$ cat src/rtl/sync_fifo_ram.sv
// rtl/sync_fifo_ram.sv - simple dual-port RAM with a registered read port
//
// Purpose: storage for sync_fifo_core. One write port and one read port on
// the same clock. The read register only loads when i_rd_en is high and
// otherwise holds its last value.
//
// Ports:
//   clk       in   rising-edge clock
//   reset_n   in   asynchronous active-low reset (clears the read register only)
//   i_clr     in   synchronous clear of the read register
//   i_wr_en   in   write enable
//   i_wr_addr in   write address
//   i_wr_data in   write data
//   i_rd_en   in   read enable
//   i_rd_addr in   read address
//   o_q       out  registered read data
module sync_fifo_ram #(
  parameter int WIDTH  = 16,
  parameter int WIDTHU = 1
) (
  input  logic              clk,
  input  logic              reset_n,
  input  logic              i_clr,
  input  logic              i_wr_en,
  input  logic [WIDTHU-1:0] i_wr_addr,
  input  logic [WIDTH-1:0]  i_wr_data,
  input  logic              i_rd_en,
  input  logic [WIDTHU-1:0] i_rd_addr,
  output logic [WIDTH-1:0]  o_q
);

  localparam int LP_DEPTH = 2 ** WIDTHU;

  logic [WIDTH-1:0] r_mem [LP_DEPTH];
  logic [WIDTH-1:0] r_q;

  // No reset on the array so it maps onto block RAM.
  always_ff @(posedge clk) begin
    if (i_wr_en) begin
      r_mem[i_wr_addr] <= i_wr_data;
    end
  end

  always_ff @(posedge clk or negedge reset_n) begin
    if (!reset_n) begin
      r_q <= '0;
    end else if (i_clr) begin
      r_q <= '0;
    end else if (i_rd_en) begin
      r_q <= r_mem[i_rd_addr];
    end
  end

  assign o_q = r_q;

endmodule

$ cat src/rtl/sync_fifo_core.sv
// rtl/sync_fifo_core.sv - single-clock FIFO with flags and registered read port
//
// Purpose: FIFO primitive for latency-insensitive channel shells. Read data
// appears on q one cycle after an accepted rdreq (non-showahead).
//
// Ports:
//   clk          in   rising-edge clock
//   reset_n      in   asynchronous active-low reset
//   sclr         in   synchronous clear; overrides wrreq/rdreq that cycle
//   data         in   write data
//   wrreq        in   write request (dropped while full)
//   rdreq        in   read request (ignored while empty)
//   q            out  registered read data, holds when no read is accepted
//   full         out  count == NUMWORDS
//   empty        out  count == 0
//   almost_full  out  count >= ALMOST_FULL_VALUE
//   almost_empty out  count <  ALMOST_EMPTY_VALUE
//   usedw        out  count modulo 2**WIDTHU (reads 0 when full)
module sync_fifo_core #(
  parameter int WIDTH              = 16,
  parameter int WIDTHU             = 1,
  parameter int NUMWORDS           = 2,
  parameter int ALMOST_FULL_VALUE  = 1,
  parameter int ALMOST_EMPTY_VALUE = 1
) (
  input  logic              clk,
  input  logic              reset_n,
  input  logic              sclr,
  input  logic [WIDTH-1:0]  data,
  input  logic              wrreq,
  input  logic              rdreq,
  output logic [WIDTH-1:0]  q,
  output logic              full,
  output logic              empty,
  output logic              almost_full,
  output logic              almost_empty,
  output logic [WIDTHU-1:0] usedw
);

  generate
    if (NUMWORDS != 2 ** WIDTHU) begin : g_err_numwords
      $error("sync_fifo_core: NUMWORDS must equal 2**WIDTHU");
    end
    if (ALMOST_FULL_VALUE > NUMWORDS) begin : g_err_af
      $error("sync_fifo_core: ALMOST_FULL_VALUE exceeds NUMWORDS");
    end
    if (ALMOST_EMPTY_VALUE > NUMWORDS) begin : g_err_ae
      $error("sync_fifo_core: ALMOST_EMPTY_VALUE exceeds NUMWORDS");
    end
  endgenerate

  localparam logic [WIDTHU:0]   LP_NUMWORDS = (WIDTHU + 1)'(NUMWORDS);
  localparam logic [WIDTHU:0]   LP_AF       = (WIDTHU + 1)'(ALMOST_FULL_VALUE);
  localparam logic [WIDTHU:0]   LP_AE       = (WIDTHU + 1)'(ALMOST_EMPTY_VALUE);
  localparam logic [WIDTHU:0]   LP_CNT_ONE  = (WIDTHU + 1)'(1);
  localparam logic [WIDTHU-1:0] LP_PTR_ONE  = WIDTHU'(1);

  logic [WIDTHU-1:0] r_wr_ptr;
  logic [WIDTHU-1:0] r_rd_ptr;
  logic [WIDTHU:0]   r_count;

  logic w_full;
  logic w_empty;
  logic w_wr_en;
  logic w_rd_en;

  assign w_full  = (r_count == LP_NUMWORDS);
  assign w_empty = (r_count == '0);

  // Gate on the pre-edge flags: a write while full is dropped even if a read
  // frees a slot in the same cycle. sclr suppresses both.
  assign w_wr_en = wrreq & ~w_full  & ~sclr;
  assign w_rd_en = rdreq & ~w_empty & ~sclr;

  always_ff @(posedge clk or negedge reset_n) begin
    if (!reset_n) begin
      r_wr_ptr <= '0;
      r_rd_ptr <= '0;
      r_count  <= '0;
    end else if (sclr) begin
      r_wr_ptr <= '0;
      r_rd_ptr <= '0;
      r_count  <= '0;
    end else begin
      if (w_wr_en) begin
        r_wr_ptr <= r_wr_ptr + LP_PTR_ONE;
      end
      if (w_rd_en) begin
        r_rd_ptr <= r_rd_ptr + LP_PTR_ONE;
      end
      case ({w_wr_en, w_rd_en})
        2'b10:   r_count <= r_count + LP_CNT_ONE;
        2'b01:   r_count <= r_count - LP_CNT_ONE;
        default: r_count <= r_count;
      endcase
    end
  end

  sync_fifo_ram #(
    .WIDTH  (WIDTH),
    .WIDTHU (WIDTHU)
  ) u_ram (
    .clk       (clk),
    .reset_n   (reset_n),
    .i_clr     (sclr),
    .i_wr_en   (w_wr_en),
    .i_wr_addr (r_wr_ptr),
    .i_wr_data (data),
    .i_rd_en   (w_rd_en),
    .i_rd_addr (r_rd_ptr),
    .o_q       (q)
  );

  assign full         = w_full;
  assign empty        = w_empty;
  assign almost_full  = (r_count >= LP_AF);
  assign almost_empty = (r_count < LP_AE);
  assign usedw        = r_count[WIDTHU-1:0];

endmodule

$ cat config.mk
export PLATFORM = sky130hd
export DESIGN_NAME = sync_fifo_core
export DESIGN_NICKNAME = d
export VERILOG_FILES = /design/src/rtl/sync_fifo_ram.sv /design/src/rtl/sync_fifo_core.sv
export SDC_FILE = /design/constraint.sdc
export NUM_CORES = 1
export LEC_CHECK = 0
export CAP_MARGIN = 5
export CELL_PAD_IN_SITES_DETAIL_PLACEMENT = 1
export CELL_PAD_IN_SITES_GLOBAL_PLACEMENT = 1
export CORE_MARGIN = 2
export CORE_UTILIZATION = 41
export CTS_BUF_LIST = sky130_fd_sc_hd__clkbuf_16
export CTS_CLUSTER_DIAMETER = 100
export DETAILED_ROUTE_END_ITERATION = 8
export PLACE_DENSITY_LB_ADDON = 0.1
export RECOVER_POWER = 100
export SYNTH_ARGS = -nofsm -noshare
export SYNTH_HDL_FRONTEND = slang
export SYNTH_HIERARCHICAL = 1
export SYNTH_SLANG_ARGS = --single-unit
$ cat constraint.sdc
create_clock -name clk -period 2.9 [get_ports clk]
set_input_delay 0.435 -clock clk [delete_from_list [all_inputs] [get_ports clk]]
set_output_delay 0.435 -clock clk [all_outputs]
set_load 0.05 [all_outputs]
==> impl_metrics.json <==
{
  "rsz0062_at_grt": "no",
  "critPathKind": "reg2reg",
  "area_occupied_by_multi_input_gates_sq_um": 500,
  "grt_pass1_vias": 1236,
  "antenna_cells": 0,
  "status": "finished clean",
  "finalSetupViolations": 0,
  "seq_area_frac_synth_pct": 71.1,
  "hpwl_mm": 2.63,
  "skew_ns": 0.00498,
  "endpoint_kind": "flop",
  "synthesis.instances": 131,
  "wl_per_cell_um": 15.5,
  "placed_cell_area_sq_um": 2520,
  "worst_setup_hold_path_clk_slew_ns": 0.06,
  "number_of_buffers_and_inverters_on_the_critical_path": 2,
  "initial_utilization_pct": 42.9,
  "setup.worst_path.start_class": "flop",
  "timing.critical_path.fanout_max": 13,
  "initial_antenna_violation_count": 0,
  "netlist.top_cell.by_area": "edfxtp_1",
  "clock_insertion_delay_worst_skew_ns": 0.29,
  "drt-vias-per-instance": 4.86,
  "syn-cell-area_sq_um": 2050,
  "setup_tns_ns": 0,
  "timing_worst_slew_pin_value_ns": 0.966,
  "post-route-worst-setup-slack_ns": 0.512,
  "ys.warnings.count": 6,
  "port_buffers": 41,
  "hp-class": "reg2reg",
  "timing.critical_path.max_delay_family": "simple AND/OR/NAND/NOR gates",
  "critPathRequiredTime_ns": 2.82,
  "leakage_nw": 1.01,
  "grt_pass1_wl_mm": 6.19,
  "globalplace.congestion": 0.760,
  "detailroute.via_count": 1180,
  "drc": 0,
  "synth.ff_latch_count": 52,
  "dr.pass1.iters": 5,
  "ir_drop_uv": 347,
  "die_area_sq_um": 5590,
  "post-route-cell-area_sq_um": 2640,
  "worst_path_max_delay_cell": "clkbuf_1",
  "detail_route.iter0.violations": 35,
  "grt_start_max_net_pins": 22,
  "timing.critical_path.slowest_cell_delay_ns": 0.63,
  "syn_nets": 155,
  "fmax_mhz": 419,
  "final_min_period_over_clock_period_pct": 82.3,
  "tritoncts": "done",
  "fillCellCount": 478,
  "cts_root_buffer": "clkbuf_16",
  "power_per_cell_area_nw_per_um2": 898,
  "die_width_um": 74.8,
  "totalWireLength_mm": 3.78,
  "detailedPlace.worstSlack_ns": 0.728,
  "cts_hold_repair.buffers": 0,
  "timing.final.max_slew_violations": 0,
  "cts.sinks": 52,
  "timing.max_cap.violations": 0,
  "average_size_of_a_mapped_cell_sq_um": 15.7,
  "grt_overflow_total": 0,
  "ys_types": 23,
  "synth_top_cells_by_area": "edfxtp_1 47%, dfrtp_1 24%, mux2i_1 7.8%, a211oi_1 5.8%, nor2_1 3.7%",
  "area_growth_pct": 28.3,
  "num_io_pins": 42,
  "h-tree-depth": 2,
  "yosys.area.top_type_share_pct": 46.8,
  "worstPathArrival_ns": 2.30,
  "numCtsBuffers": 5,
  "postRouteAntennaNets": 0,
  "worst_slew_margin_rel_pct": 35.4,
  "finalCoreUtilization_pct": 55.1,
  "crit_path_cell_trace": "inv_1, ha_1, nand2b_1, nor2_1, and2_0, clkbuf_1",
  "die_height_um": 74.8,
  "cts_resized": 0,
  "timing.final.crit_period_ns": 2.39,
  "finalNetCount": 199,
  "core_area_sq_um": 4790,
  "share_of_cells_above_drive_strength_1_pct": 6.25,
  "area_taken_by_flip_flops_and_latches_sq_um": 1460,
  "rows": 25,
  "final_hold_viol_count": 0,
  "cts_max_path_buffers": 2,
  "cts_setup_buffers": 0,
  "grt_use_total_pct": 15.8
}
==> per-layer routing <==
metal / GRT usage, % / part of all wire [%]
met5: 0 / 0
met4: 8.13 / 1.9
met3: 4.55 / 4.3
met1: 18.8 / 41
met2: 26.3 / 53
==> synth_stat cells <==
cell type and number:
xor2_1 1, ha_1 3, a221oi_2 1, dfrtp_1 20
a211oi_1 16, a21oi_1 1, o21ai_0 1, inv_1 3
xnor2_1 1, nand2b_2 1, buf_2 2, clkbuf_1 3
buf_12 1, buf_6 2, nor2b_1 2, xnor3_1 1
and2_1 1, mux2i_1 16, maj3_2 1, nor2b_4 1
buf_4 1, edfxtp_1 32, nor2_1 20
==> cell families (layout without fill, tap and decap cells) <==
| kind of cell | after synthesis | after routing | share of synthesized area, % |
|---|---|---|---|
| AO/OA/AOI/OAI | 19 | 19 | 7.06 |
| multiplexers | 16 | 16 | 7.80 |
| buffers and inverters | 12 | 57 | 4.02 |
| adder cells (fa/ha/maj) | 4 | 4 | 2.38 |
| AND/OR/NAND/NOR | 25 | 25 | 5.66 |
| XOR/XNOR | 3 | 3 | 1.95 |
| flip-flops | 52 | 52 | 71.1 |
==> registers in the layout (all words and copies together) (netlist names) <==
signal / flops
u_ram/r_mem: 32
r_wr_ptr: 1
u_ram/o_q: 16
r_count: 2
r_rd_ptr: 1
==> final cells by class <==
cell class                      instances  area share [%]
Multi-Input combinational cell         67            19.0
Inverter                                3           0.427
Timing Repair Buffer                   46            16.6
Clock buffer                            5            4.75
Tap cell                               67            3.18
Clock inverter                          3           0.570
Sequential cell                        52            55.5
==> report_power, final <==
group | leakage [nW] | switching (mW) | internal, mW | total [mW]
combinational | 0.378 | 0.532 | 0.301 | 0.833
clock | 0.0687 | 0.241 | 0.313 | 0.555
sequential | 0.564 | 0.0836 | 0.894 | 0.977
==> final timing paths <==
check	from	to	slack [ns]	cells past startpoint
max in group asynchronous	reset_n	u_ram/o_q[13]	1.56	1
setup / recovery	r_count[0]	u_ram/r_mem[1][6]	0.51	6
hold / removal	u_ram/o_q[15]	u_ram/o_q[15]	0.55	2
hold reg to reg	u_ram/o_q[15]	u_ram/o_q[15]	0.55	2
min in group asynchronous	reset_n	u_ram/o_q[12]	0.75	1
setup reg to reg	r_count[0]	u_ram/r_mem[1][6]	0.51	6
==> cell usage in the layout, fill, tap and decap left out <==
cell,instances
mux2i_1,16
clkinv_1,1
nor2_1,20
buf_4,2
dfrtp_1,20
xor2_1,1
nor2b_1,3
ha_1,3
dlygate4sd3_1,38
xnor2_1,1
clkbuf_16,5
clkbuf_1,2
o21ai_0,1
a221oi_2,1
nand2b_1,1
a21oi_1,1
inv_1,4
clkbuf_2,1
maj3_2,1
and2_0,1
a211oi_1,16
xnor3_1,1
edfxtp_1,32
clkinvlp_4,1
clkdlybuf4s50_1,3
==> stage by stage <==
| stage | total power, mW | cells | hold WS [ns] |
|---|---|---|---|
| 2_1_floorplan | 1.66 | 131 | 0.139 |
| 3_3_place_gp | 1.86 | 235 | 0.541 |
| 3_5_place_dp | 1.89 | 235 | 0.550 |
| 4_1_cts | 2.46 | 243 | 0.559 |
| 5_1_grt | 2.49 | 243 | 0.586 |
| 6_report | 2.37 | 243 | 0.547 |
==> tightest hold or removal path: stages (launching register included) <==
cell and delay [ns]:
dfrtp_1 0.37, nor2_1 0.08, a211oi_1 0.05
(Power assumes the default switching activity.)
